### src/rtl/uart_tx_arbiter.sv
// Round-robin arbiter sharing one 8N1/8N2 UART transmitter among P_REQ_NUM
// byte-stream requesters; baud timing is derived from the system clock.
module uart_tx_arbiter #(
  parameter int P_SYS_CLK        = 100_000_000,
  parameter int P_UART_BAUD_RATE = 115200,
  parameter int P_REQ_NUM        = 4,
  parameter int P_STOP_BITS      = 1
) (
  input  logic                         clock,
  input  logic                         reset,
  input  logic [P_REQ_NUM-1:0]         i_req_valid,
  input  logic [8*P_REQ_NUM-1:0]       i_req_data,
  output logic [P_REQ_NUM-1:0]         o_req_ready,
  output logic [$clog2(P_REQ_NUM)-1:0] o_grant_id,
  output logic                         o_busy,
  output logic                         o_uart_tx
);

  localparam int          DIV       = P_SYS_CLK / P_UART_BAUD_RATE;
  localparam int          CW        = (DIV > 1) ? $clog2(DIV) : 1;
  localparam int          IW        = $clog2(P_REQ_NUM);
  localparam int unsigned NREQ      = P_REQ_NUM;
  localparam logic [CW-1:0] CNT_MAX = CW'(DIV - 1);
  localparam logic [2:0]  STOP_LAST = 3'(P_STOP_BITS - 1);
  localparam logic [IW-1:0] LAST_ID = IW'(P_REQ_NUM - 1);

  typedef enum logic [1:0] {IDLE, START, DATA, STOP} state_t;

  state_t        state_q, state_d;
  logic [CW-1:0] cnt_q, cnt_d;
  logic [2:0]    bit_idx_q, bit_idx_d;
  logic [7:0]    data_q, data_d;
  logic [IW-1:0] grant_q, grant_d;
  logic [IW-1:0] rr_ptr_q, rr_ptr_d;
  logic          tx_q, tx_d;

  logic [IW-1:0] sel;
  logic [IW-1:0] cand;
  logic          found;
  logic          hs;
  logic          tick;
  int unsigned   idx;

  // First valid requester at or above rr_ptr, wrapping modulo P_REQ_NUM.
  always_comb begin
    found = 1'b0;
    sel   = '0;
    cand  = '0;
    idx   = 0;
    for (int unsigned i = 0; i < NREQ; i++) begin
      idx = 32'(rr_ptr_q) + i;
      if (idx >= NREQ) idx = idx - NREQ;
      cand = IW'(idx);
      if (!found && i_req_valid[cand]) begin
        found = 1'b1;
        sel   = cand;
      end
    end
  end

  assign hs = (state_q == IDLE) && found && !reset;

  always_comb begin
    o_req_ready = '0;
    if (hs) o_req_ready[sel] = 1'b1;
  end

  assign tick = (cnt_q == CNT_MAX);

  always_comb begin
    state_d   = state_q;
    cnt_d     = cnt_q;
    bit_idx_d = bit_idx_q;
    data_d    = data_q;
    grant_d   = grant_q;
    rr_ptr_d  = rr_ptr_q;
    if (state_q != IDLE) cnt_d = tick ? '0 : cnt_q + 1'b1;
    case (state_q)
      IDLE: begin
        cnt_d = '0;
        if (hs) begin
          data_d   = i_req_data[{sel, 3'b000} +: 8];
          grant_d  = sel;
          rr_ptr_d = (sel == LAST_ID) ? '0 : sel + 1'b1;
          state_d  = START;
        end
      end
      START: begin
        if (tick) begin
          state_d   = DATA;
          bit_idx_d = '0;
        end
      end
      DATA: begin
        if (tick) begin
          if (bit_idx_q == 3'd7) begin
            state_d   = STOP;
            bit_idx_d = '0;
          end else begin
            bit_idx_d = bit_idx_q + 1'b1;
          end
        end
      end
      STOP: begin
        // bit_idx is reused to count stop bits.
        if (tick) begin
          if (bit_idx_q == STOP_LAST) begin
            state_d   = IDLE;
            bit_idx_d = '0;
          end else begin
            bit_idx_d = bit_idx_q + 1'b1;
          end
        end
      end
      default: state_d = IDLE;
    endcase

    // Line level is registered from the next state so the pin is glitch-free.
    case (state_d)
      START:   tx_d = 1'b0;
      DATA:    tx_d = data_d[bit_idx_d];
      default: tx_d = 1'b1;
    endcase
  end

  always_ff @(posedge clock) begin
    if (reset) begin
      state_q   <= IDLE;
      cnt_q     <= '0;
      bit_idx_q <= '0;
      data_q    <= '0;
      grant_q   <= '0;
      rr_ptr_q  <= '0;
      tx_q      <= 1'b1;
    end else begin
      state_q   <= state_d;
      cnt_q     <= cnt_d;
      bit_idx_q <= bit_idx_d;
      data_q    <= data_d;
      grant_q   <= grant_d;
      rr_ptr_q  <= rr_ptr_d;
      tx_q      <= tx_d;
    end
  end

  assign o_busy     = (state_q != IDLE);
  assign o_uart_tx  = tx_q;
  assign o_grant_id = grant_q;

endmodule

### config.mk
export PLATFORM = sky130hd
export DESIGN_NAME = uart_tx_arbiter
export DESIGN_NICKNAME = d
export VERILOG_FILES = /design/src/rtl/uart_tx_arbiter.sv
export SDC_FILE = /design/constraint.sdc
export NUM_CORES = 1
export LEC_CHECK = 0
export ABC_AREA = 1
export BUFFER_PORTS_ARGS = -buffer_cell sky130_fd_sc_hd__buf_4
export CAP_MARGIN = 10
export CORE_ASPECT_RATIO = 1.2
export CORE_MARGIN = 8
export CORE_UTILIZATION = 54
export DETAILED_ROUTE_END_ITERATION = 7
export MAX_ROUTING_LAYER = met4
export PLACE_DENSITY_LB_ADDON = 0.08
export SKIP_LAST_GASP = 1
export SYNTH_ARGS = -nofsm -noshare
export SYNTH_HDL_FRONTEND = slang
export SYNTH_SLANG_ARGS = --single-unit
### constraint.sdc
create_clock -name clock -period 2.25 [get_ports clock]
set_clock_uncertainty 0.05 [all_clocks]
set_input_delay 0.1125 -clock clock [delete_from_list [all_inputs] [get_ports clock]]
set_output_delay 0.1125 -clock clock [all_outputs]
set_load 0.05 [all_outputs]
==> results.py <==
metrics = {
    "run_status": {
        "status": "complete, but fails checks",
        "violations": "negative setup slack",
    },
    "synthesis": {
        "syn_inst": 339,
        "ys_seq_area_share_pct": 26.9,
        "syn-num-nets": 385,
        "netlist_area_um2": 2090,
        "synth_cell_types": 27,
        "synth_seq_cells": 28,
        "syn_area_per_cell_um2": 6.16,
        "yosysWarnings": 0,
    },
    "global_route": {
        "grt_pass1_vias": 2288,
        "grt_max_degree": 15,
        "track_usage_pct": 18.9,
        "grt_antenna_before_repair": 0,
        "grt-ovfl-total": 0,
        "grt_pass1_wl_um": 9430,
    },
    "clocking": {
        "cts_buffers": 3,
        "clkLatencyLatePin_ns": 0.28,
        "clk_path_buf_depth": 2,
        "htree_levels": 1,
        "cts_root_buffer": "clkbuf_8",
        "cts_tree": "yes",
        "cts_sinks": 28,
        "clk_pin_slew_ns": 0.09,
    },
    "worst_setup_path": {
        "crit_fanout": 6,
        "critPathCaptureType": "register",
        "cp_cell_sequence": "buf_6 -> nand2_4 -> nand3_2 -> nand2_2 -> nor2_4 -> nand3_1 -> nand2_4 -> clkinv_4 -> buf_4 -> nor2_4 -> nand2_1 -> nand4_1 -> nand3_1 -> nand2_1 -> nand2_1 -> nand3_1 -> nand2_1 -> inv_1",
        "crit_type": "reg -> reg",
        "startpoint_type": "register",
        "slowest_delay_ns": 0.39,
        "crit_path_top_delay_cell": "dfxtp_4",
        "worstPathArrival_ns": 2.45,
        "cp_common_cell": "nand2_1",
        "worstPathRequired_ns": 2.43,
    },
    "sta": {
        "rsz0062_at_grt": "yes",
        "hold_violations": 0,
        "report.final.slew_viol_count": 0,
        "fmax_mhz": 440,
        "tns_ns": -0.0245,
        "slew_headroom_pct": 75.9,
        "fin_crit_ns": 2.27,
        "setup_viol": 1,
        "post-route-period-util_pct": 101,
        "worstMarginPinSlew_ns": 0.360,
        "setup_ws_ns": -0.0245,
    },
    "pwr": {
        "powerDensity_nw_per_um2": 979,
        "total_power_w": 0.00283,
        "p_leak_nw": 1.52,
        "vdd_drop_max_mv": 0.466,
    },
    "detailed_routing": {
        "drc": 0,
        "wirelength_um": 6150,
        "drtPass1Iterations": 6,
        "drtIter0Drc": 91,
        "drtAntennaViolNets": 0,
        "vias": 2432,
        "vias_per_cell": 5.30,
        "wl_per_cell_um": 13.4,
    },
    "cells_and_area": {
        "area_delta_synth_final_pct": 38.5,
        "nNetsFinal": 455,
        "final_area_um2": 2890,
        "layout.cells.non_filler": 459,
        "diodes": 0,
        "final_core_util_pct": 78.9,
        "drive_gt1_share_pct": 33.7,
    },
    "floorplanning": {
        "die_w_um": 72.8,
        "die_area_um2": 6120,
        "initial_core_util_pct": 57.0,
        "row_count": 24,
        "core_area_um2": 3660,
        "die_height_um": 84.1,
        "ios": 46,
    },
    "place": {
        "place_inst": 445,
        "place_congestion": 0.891,
        "port_buffers": 45,
        "placed_area_um2": 2550,
        "dp_hpwl_um": 4330,
    },
    "hold_path": {
        "hold_class": "in -> reg",
    },
    "flow_run": {
        "cap_violations": 0,
    },
}
[synthesized netlist by cell type]
cell type    n  area [µm²]
nand3_1     38         190
xnor2_1      1        8.76
inv_4        1        6.26
and2_1       2        12.5
o21a_1       3        22.5
nor2_2       1        6.26
inv_1       43         161
clkinv_1     1        3.75
and3_1       1        6.26
nand2_1    119         447
nor3b_1      3        22.5
dfxtp_1     28         561
nor2_1      27         101
nand2_2      8        50.1
nand4_1     14        87.6
nand3_4      4        70.1
nor4_1       1        6.26
or2_2        2        12.5
nand2_4      1        11.3
inv_2        6        22.5
o21ai_0      6        30.0
nor2_4       3        33.8
a21oi_1     12        60.1
ha_1         8         100
clkbuf_1     1        3.75
buf_6        4        45.0
nor3_1       1        5.00
[layout by cell type (no fill, tap or decap)]
master,netlist,routed
nand3_1,38,29
clkbuf_8,0,3
nor4_1,1,1
nand3_2,0,8
inv_6,0,2
o21ai_0,6,6
and2_1,2,2
nor2_4,3,3
buf_12,0,1
clkinv_4,0,1
buf_6,4,10
buf_4,0,58
nor3_1,1,1
buf_8,0,1
ha_1,8,8
nand4_1,14,14
nor3b_1,3,3
inv_2,6,5
nand2_2,8,24
xnor2_1,1,1
dfxtp_4,0,2
a21oi_1,12,12
nor2_1,27,22
dfxtp_1,28,26
and3_1,1,1
nand2_1,119,98
or2_2,2,2
nand2_4,1,6
nor2_2,1,6
clkinv_1,1,1
nand3_4,4,5
o21a_1,3,3
inv_1,43,42
[power by group]
part | switching (W) | internal (W) | leakage, nW
logic | 0.00115 | 0.000795 | 1.27
registers | 0.0000440 | 0.000573 | 0.230
clock network | 0.000149 | 0.000120 | 0.0216
total | 0.00134 | 0.00149 | 1.52
[final timing paths]
| path | start | endpoint | slack [ns] | cells after the start |
|---|---|---|---|---|
| worst max-delay path | rr_ptr_q[0] | o_uart_tx | -0.02 | 18 |
| worst min register to register | cnt_q[0] | cnt_q[0] | 0.41 | 1 |
| worst max register to register | rr_ptr_q[0] | o_uart_tx | -0.02 | 18 |
| worst min-delay path | reset | data_q[1] | 0.05 | 2 |
[per-layer routing]
| metal | vias to the layer above | track usage, % | wire, µm | share of wire, % |
|---|---|---|---|---|
| li1 | 1210 | - | - | - |
| met5 | - | - | 0 | 0 |
| met2 | 60 | 36.6 | 3430 | 56 |
| met1 | 1153 | 18.0 | 2340 | 38 |
| met3 | 9 | 2.88 | 292 | 4.7 |
| met4 | 0 | 5.84 | 93 | 1.5 |
[critical path: cells and delay by family, from the launching register on]
kind / cells / cell delay, ns
simple gates: 14 / 1.41
buf+inv: 4 / 0.39
flops: 1 / 0.39
[per-stage QoR]
stage,worst slack [ns],hold WS (ns)
final,-0.0245,0.0463
after global routing,-0.207,0.0407
after CTS,-0.0158,0.0378
after detailed placement,0.0400,0.338
after global placement,0.0583,0.335
after floorplan,0.0000595,0.314
[sequential cells by signal, indices dropped and copies added, names as in the netlist]
name        cells
bit_idx_q       3
o_grant_id      2
data_q          8
rr_ptr_q        2
state_q         2
cnt_q          10
o_uart_tx       1
[area by class of cell]
class / count / area (µm²)
Multi-Input combinational cell: 255 / 1430
Timing Repair Buffer: 70 / 583
Tap cell: 52 / 65.1
Clock buffer: 3 / 41.3
Fill cell: 287 / 773
Inverter: 51 / 206
Sequential cell: 28 / 568
[logic make-up after synthesis]
logic type,after synthesis,share of synthesized area (%)
compound gates,21,5.40
xor+xnor,1,0.420
fa+ha+maj,8,4.80
buf+inv,56,11.6
flops,28,26.9
simple gates,225,50.9
[repair_timing]
item | 4_1_cts | 5_1_grt
setup buffers | 9 | 3
hold buffers | 0 | 0
gates cloned | 0 | 0
pin swaps | 6 | 36
endpoints found under the setup margin | 4 | 5
resized for setup | 19 | 43
Power figures use the tool's default switching activity.
